$ cat src/rtl/dmem_access_unit.sv
// Data-memory access sequencer: forms EA = Target + Offset and runs load, store
// and read-modify-write inc/dec against a synchronous-read data memory.
module dmem_access_unit #(
  parameter int AW = 8,
  parameter int DW = 8
) (
  input  logic          Clk,
  input  logic          Reset,
  input  logic          ReqValid,
  output logic          ReqReady,
  input  logic [1:0]    Op,
  input  logic [AW-1:0] Target,
  input  logic [AW-1:0] Offset,
  input  logic [DW-1:0] WrData,
  output logic          RespValid,
  output logic [DW-1:0] RespData,
  output logic          Zero,
  output logic [AW-1:0] DmAddr,
  output logic          DmWrEn,
  output logic [DW-1:0] DmWrData,
  input  logic [DW-1:0] DmRdData
);

  localparam logic [1:0]    OP_LOAD  = 2'b00;
  localparam logic [1:0]    OP_STORE = 2'b01;
  localparam logic [1:0]    OP_INC   = 2'b10;
  localparam logic [1:0]    OP_DEC   = 2'b11;
  localparam logic [DW-1:0] ONE      = {{(DW-1){1'b0}}, 1'b1};

  typedef enum logic [2:0] {
    S_IDLE = 3'd0,
    S_RD   = 3'd1,
    S_CAP  = 3'd2,
    S_WR   = 3'd3,
    S_RESP = 3'd4
  } state_t;

  state_t        state_r;
  state_t        next_s;
  logic          accept_s;
  logic [AW-1:0] ea_s;
  logic [AW-1:0] ea_r;
  logic [1:0]    op_r;
  logic [DW-1:0] data_r;

  // Handshake and next-state selection; RESP accepts back-to-back without a bubble.
  always_comb begin
    ReqReady = Reset && ((state_r == S_IDLE) || (state_r == S_RESP));
    accept_s = ReqValid && ReqReady;
    ea_s     = Target + Offset;
    next_s   = state_r;
    case (state_r)
      S_IDLE, S_RESP: begin
        if (accept_s) begin
          next_s = (Op == OP_STORE) ? S_WR : S_RD;
        end else begin
          next_s = S_IDLE;
        end
      end
      S_RD:    next_s = S_CAP;
      S_CAP:   next_s = (op_r == OP_LOAD) ? S_RESP : S_WR;
      S_WR:    next_s = S_RESP;
      default: next_s = S_IDLE;
    endcase
  end

  // State, latched request and the data register (read value or RMW result).
  always_ff @(posedge Clk or negedge Reset) begin
    if (!Reset) begin
      state_r <= S_IDLE;
      ea_r    <= {AW{1'b0}};
      op_r    <= OP_LOAD;
      data_r  <= {DW{1'b0}};
    end else begin
      state_r <= next_s;
      if (accept_s) begin
        ea_r   <= ea_s;
        op_r   <= Op;
        data_r <= WrData;
      end else if (state_r == S_CAP) begin
        case (op_r)
          OP_INC:  data_r <= DmRdData + ONE;
          OP_DEC:  data_r <= DmRdData - ONE;
          default: data_r <= DmRdData;
        endcase
      end else begin
        data_r <= data_r;
      end
    end
  end

  // Outputs decode only registered state, so reset clears them (and aborts a write) at once.
  always_comb begin
    RespValid = 1'b0;
    RespData  = {DW{1'b0}};
    Zero      = 1'b0;
    DmAddr    = {AW{1'b0}};
    DmWrEn    = 1'b0;
    DmWrData  = {DW{1'b0}};
    case (state_r)
      S_RD: begin
        DmAddr = ea_r;
      end
      S_WR: begin
        DmAddr   = ea_r;
        DmWrEn   = 1'b1;
        DmWrData = data_r;
      end
      S_RESP: begin
        RespValid = 1'b1;
        if (op_r != OP_STORE) begin
          RespData = data_r;
          Zero     = (data_r == {DW{1'b0}});
        end else begin
          RespData = {DW{1'b0}};
          Zero     = 1'b0;
        end
      end
      default: begin
        RespValid = 1'b0;
      end
    endcase
  end

endmodule

$ cat config.mk
export PLATFORM = sky130hd
export DESIGN_NAME = dmem_access_unit
export DESIGN_NICKNAME = d
export VERILOG_FILES = /design/src/rtl/dmem_access_unit.sv
export SDC_FILE = /design/constraint.sdc
export NUM_CORES = 1
export LEC_CHECK = 0
export ABC_AREA = 1
export CAP_MARGIN = 20
export CORE_MARGIN = 3
export CORE_UTILIZATION = 25
export CTS_BUF_LIST = sky130_fd_sc_hd__clkbuf_4
export CTS_CLUSTER_SIZE = 8
export DETAILED_ROUTE_END_ITERATION = 8
export PLACE_DENSITY = 0.49
export SYNTH_ARGS = -nofsm -noshare
export SYNTH_HDL_FRONTEND = slang
export SYNTH_SLANG_ARGS = --single-unit
$ cat constraint.sdc
create_clock -name Clk -period 2.2 [get_ports Clk]
set_clock_uncertainty 0.1 [all_clocks]
set_input_delay 0.22 -clock Clk [delete_from_list [all_inputs] [get_ports Clk]]
set_output_delay 0.22 -clock Clk [all_outputs]
set_load 0.01 [all_outputs]
# == After elaboration in Yosys (flattened, before gate mapping) ==
# Index checks and enable logic that the tools add are counted.
# classes
n_shift,0
n_lt_le_gt_ge,0
div_mod_pow,0
addsub,3
muxes,15
n_eq_ne,8
n_mul,0
bitwise,0
n_reduce_logical,9
# ops
operator,count
two-way mux 8 bit,6
one-hot mux 8 bit (2 select lines),1
one-hot mux 3 bit (4 select lines),1
"adder 8 x 1 -> 8 bit, second input constant",1
adder 8 bit,1
zero test 8 bit,1
"subtractor 8 x 1 -> 8 bit, second input constant",1
"== test 3 x 2 -> 1 bit, second input constant",2
"== test 2 bit, second input constant",2
two-way mux 1 bit,4
two-way mux 2 bit,2
OR reduction 2 bit,2
"== test 3 x 1 -> 1 bit, second input constant",1
"== test 3 bit, second input constant",1
zero test 3 bit,1
two-way mux 3 bit,1
"== test 2 x 1 -> 1 bit, second input constant",1
logical AND 1 bit,2
zero test 2 bit,1
"!= test 2 x 1 -> 1 bit, second input constant",1
nonzero test 2 bit,1
logical OR 1 bit,1
# totals
mem_count,0
latch_bits,0
regBits,21
in_bits,37
mem_bits_ro,0
output_inout_bits,28
mem_bits_rw,0
word_cells,39

# == Longest topological paths before layout ==
# logic_depth
ltp_word,6
mapped_depth,15
mapped_depth_nobuf,14

# == Worst setup path before layout ==
# OpenSTA, ideal clock, no wires.
# synth_path
path_kind,register to register
from,register op_r[0]
to,register data_r[2]
stages_incl_launch_ff,12
n_path_buf,1
setup_time_ps,130
synth_period_minus_slack_ps,1685
arrival_ps,1456
setup_slack_ps,515
t_required_ps,1970
cell_sequence,dfrtp_1 -> buf_4 -> nand2_4 -> nand2_1 -> nand2_1 -> inv_1 -> ha_1 -> inv_1 -> nand2_1 -> xnor2_1 -> a211oi_1 -> o22ai_1
# synth_via
elab_chain_cells,4
word_cells_on_any_way,5
cone_classes,2 x eq/ne; 3 x mux
# synth_lines
item,line,text
"start, declared",43,logic [1:0] op_r;
"start signal, assigned",78,op_r <= Op;
== test 2 bit,81,case (op_r)
one-hot mux 8 bit (2 select lines) *,81,
two-way mux 8 bit *,80,end else if (state_r == S_CAP) begin
two-way mux 8 bit *,76,if (accept_s) begin
"end signal, assigned",79,data_r <= WrData;
"end signal, assigned",82,OP_INC: data_r <= DmRdData + ONE;
"end signal, assigned",83,OP_DEC: data_r <= DmRdData - ONE;
"end, declared",44,logic [DW-1:0] data_r;
# Every way passes the cells marked *; elsewhere a longest branch is shown, timed or not. The select of a mux whose other input is x is not followed.
# A chain may end at the register's enable or synchronous reset.

# == Final worst setup path ==
# layout_path
from,register op_r[0]
to,output port RespData[0]
# layout_via
elab_chain_cells,3
# layout_lines
item,line,text
!= test 2 x 1 -> 1 bit,111,if (op_r != OP_STORE) begin
two-way mux 8 bit,111,
two-way mux 8 bit,100,case (state_r)
"end, declared",16,"output logic [DW-1:0] RespData,"
# Every way passes these cells.

==> metrics.md <==
| Metric | Value |
|---|---|
| Status | finished clean |
| Area leader, netlist | dfrtp_1 |
| Max cap viols | 0 |
| Top delay family on crit path | buffers and inverters |
| Post-detailed-route count of antenna-violating nets | 0 |
| Worst r2r dst | data_r[4] |
| R2R Path Start | op_r[1] |
| Pleak | ~1.5 nW |
| DR WL/cell | between 10 and 15 um |
| Diodes inserted | 0 |
| Slowest cell delay on critical path | roughly 560 ps |
| Final setup violation count | 0 |
| GRT Util Overall | a little over an eighth |
| Post-synth EDFFs | 0 |
| Row count | 30 |
| Drt initial violations | 57 |
| Sink Count | 21 |
| Area share of the leading cell type in the synthesized netlist | about 29% |
| Endpoints failing hold | 0 |
| Pre-antenna DRT Iters | 4 |
| Most frequent cell after synthesis | nand2_1 |
| Clk buf depth | 2 |
| Remaining DRCs | 0 |
| Post-CTS Hold Buffers | 0 |
| Post-synthesis sequential area ratio | ~29% |
| Die area | around 0.0084 mm2 |
| Async set-or-reset flop fraction in the synthesized netlist | 100% |
| Vias per inst | around 4.4 |
| Cells after Synth | 290 |
| Unique masters post-synth | 31 |
| Overflow after GRT | 0 |
| Area growth syn-to-layout | 47.3% |
| Max Clk Rate | between 400 and 500 MHz |
| Critical Path End Type | primary output |
| Initial Util | a little over a quarter |
| Routed Wire Length | about 5400 um |
| Layout Nets | between 400 and 500 |
| Avg Inst Size Synth | 6.31 um2 |
| Fin. max-slew vios | 0 |
| Layout cells sized above 1 | about 8.8% |
| Worst-path clk slew | 130 ps |
| Final Util | about two fifths |
| TritonCTS Buffers | 3 |
| Slew headroom | 77.5% |
| Largest net degree at the start of global routing | 22 |
| Mapped Area | roughly 0.0018 mm2 |
| Initial antenna violation count | 0 |
| CP max stage cell | clkdlybuf4s50_1 |
| Root Buffer | clkbuf_4 |
| Vias in the first global route | slightly below 2000 |
| R2R depth | 12 |
| Power per cell area | 935 mW/mm2 |
| Setup CP Type | reg2out |
| Synth cell count leaders | nand2_1, inv_1, nor2_1, nand3_1, o21ai_0 |
| Worst Tran Pin Value | around 340 ps |
| Filler Cell Count | 760 |
| Syn_nets | 336 |
| Die width | a little over 90 um |
| Max VDD drop | 0.260 mV |
| CP required | 1880 ps |
| Tcrit/Tclk final | 94.5% |
| RSZ-0062 raised after global routing | false |
| Min cycle time layout | about 2100 ps |
| Worst Setup Start Kind | register |
| Critical-path cell list | inv_1 > nor2_4 > nor3_1 > clkdlybuf4s50_1 |
| CTS tree | yes |
| Ys Warns | 0 |
| GPL Wtd Cong | 0.857 |
| Hold Path Class | in2async |
| Top-Level Pins | 65 |
| Max FO, Critical Path | 9 |
| Reg2reg setup slack | roughly 390 ps |
| Synth Register Bits | 21 |
| Main synth FF type | dfrtp_1 |
| Critical path arrival | 1760 ps |
| First-pass GRT wire length | roughly 9000 um |
| Post-DP HPWL | about 4400 um |
| Clock Latency Late Sink | roughly 310 ps |
| WP buf/inv | 2 |
| H-tree depth | 1 |
| Synth area leaders | dfrtp_1, nand2_1, inv_1, nand3_1, o21ai_0 |
| Core area | slightly below 0.007 mm2 |
| Port bufs | 64 |
| Die Height | between 90 and 100 um |
| Setup TNS Final | 0 ps |
| Via Count | ~2000 |
## registers in the layout, indices dropped and copies added, names as in the netlist
signal and flops:
data_r 8, ea_r 8, op_r 2, state_r 3
## worst reg2reg max path, delay by kind of cell (launching register included)
family,cells,cell delay (ps)
buf+inv,2,100
flops,1,530
compound gates,2,190
fa+ha+maj,1,160
simple gates,7,650
## cells in the final DEF (no fill, tap or decap)
cell type	Yosys	layout
a211oi_1	1	1
a21oi_1	6	6
and2_1	1	1
buf_4	3	13
clkbuf_4	0	3
clkdlybuf4s50_1	0	43
clkinv_1	3	1
clkinv_2	0	2
clkinvlp_4	0	1
dfrtp_1	21	20
dfrtp_2	0	1
dlygate4sd2_1	0	14
dlymetal6s2s_1	0	7
fa_1	1	1
ha_1	8	8
inv_1	52	52
inv_2	1	2
nand2_1	77	76
nand2_2	3	4
nand2_4	1	1
nand3_1	25	25
nand3_2	1	1
nand4_1	2	2
nor2_1	28	26
nor2_2	1	1
nor2_4	0	2
nor3_1	10	10
nor4_1	1	1
o211ai_1	3	3
o21ai_0	24	24
o21ai_2	1	1
o21bai_1	1	1
o221ai_1	1	1
o22ai_1	3	3
o31ai_1	1	1
xnor2_1	3	3
xor2_1	3	3
## cell families (layout without fill, tap and decap cells)
logic type / after synthesis / in the layout / synth area share, %
flip-flops: 21 / 21 / 28.7
AO/OA/AOI/OAI: 41 / 41 / 12.7
buffers and inverters: 63 / 138 / 14.2
AND/OR/NAND/NOR: 150 / 150 / 35.0
XOR/XNOR: 6 / 6 / 2.87
adder cells (fa/ha/maj): 9 / 9 / 6.57
## routing by layer
metal / share of wire, % / vias up / global-route usage (%)
li1: - / 1063 / -
met1: 45 / 896 / 15.3
met2: 48 / 55 / 23.4
met3: 5.8 / 4 / 3.56
met4: 1.4 / 0 / 3.02
met5: 0 / - / 0
## timing repair
item	4_1_cts	5_1_grt
hold endpoints to repair	0	0
pin swaps	0	0
gates cloned	1	0
endpoints found under the setup margin	17	13
resized for setup	19	11
buffers inserted	2	1
## cell type report
| type | instances | area [um2] | share of cell area (%) |
|---|---|---|---|
| well taps | 96 | 120 | 4.46 |
| clock buffers | 3 | 22.5 | 0.836 |
| repair buffers | 77 | 738 | 27.4 |
| repair inverters | 1 | 5.00 | 0.186 |
| flip-flops and latches | 21 | 527 | 19.6 |
| clock inverters | 1 | 7.51 | 0.279 |
| inverters | 56 | 211 | 7.85 |
| multi-input cells | 206 | 1060 | 39.4 |
## stage by stage
step | area [um2] | hold WS [ps] | setup WS, ps | instances | total power [mW]
after floorplan | 1830 | -176 | 515 | 290 | 1.71
after global placement | 2620 | 366 | 136 | 453 | 2.32
after detailed placement | 2620 | 373 | 101 | 453 | 2.32
after CTS | 2660 | 254 | 3.10 | 460 | 2.55
after global routing | 2690 | 257 | 2.84 | 461 | 2.79
final | 2690 | 252 | 122 | 461 | 2.52
## report_power, final
group	internal [mW]	switching [mW]
clock	0.0693	0.128
sequential	0.576	0.108
combinational	0.670	0.968
## how the worst max path moves through the flow
stage | startpoint | endpoint | slack (ps) | cells after the start
final | op_r[0] | RespData[0] | 120 | 4
after global routing | state_r[0] | RespValid | 3 | 5
after CTS | state_r[2] | DmAddr[2] | 3 | 5
after detailed placement | Target[0] | ea_r[6] | 100 | 11
after global placement | Target[0] | ea_r[6] | 140 | 11
after floorplan | op_r[0] | data_r[2] | 510 | 11
Power figures use the tool's default switching activity.
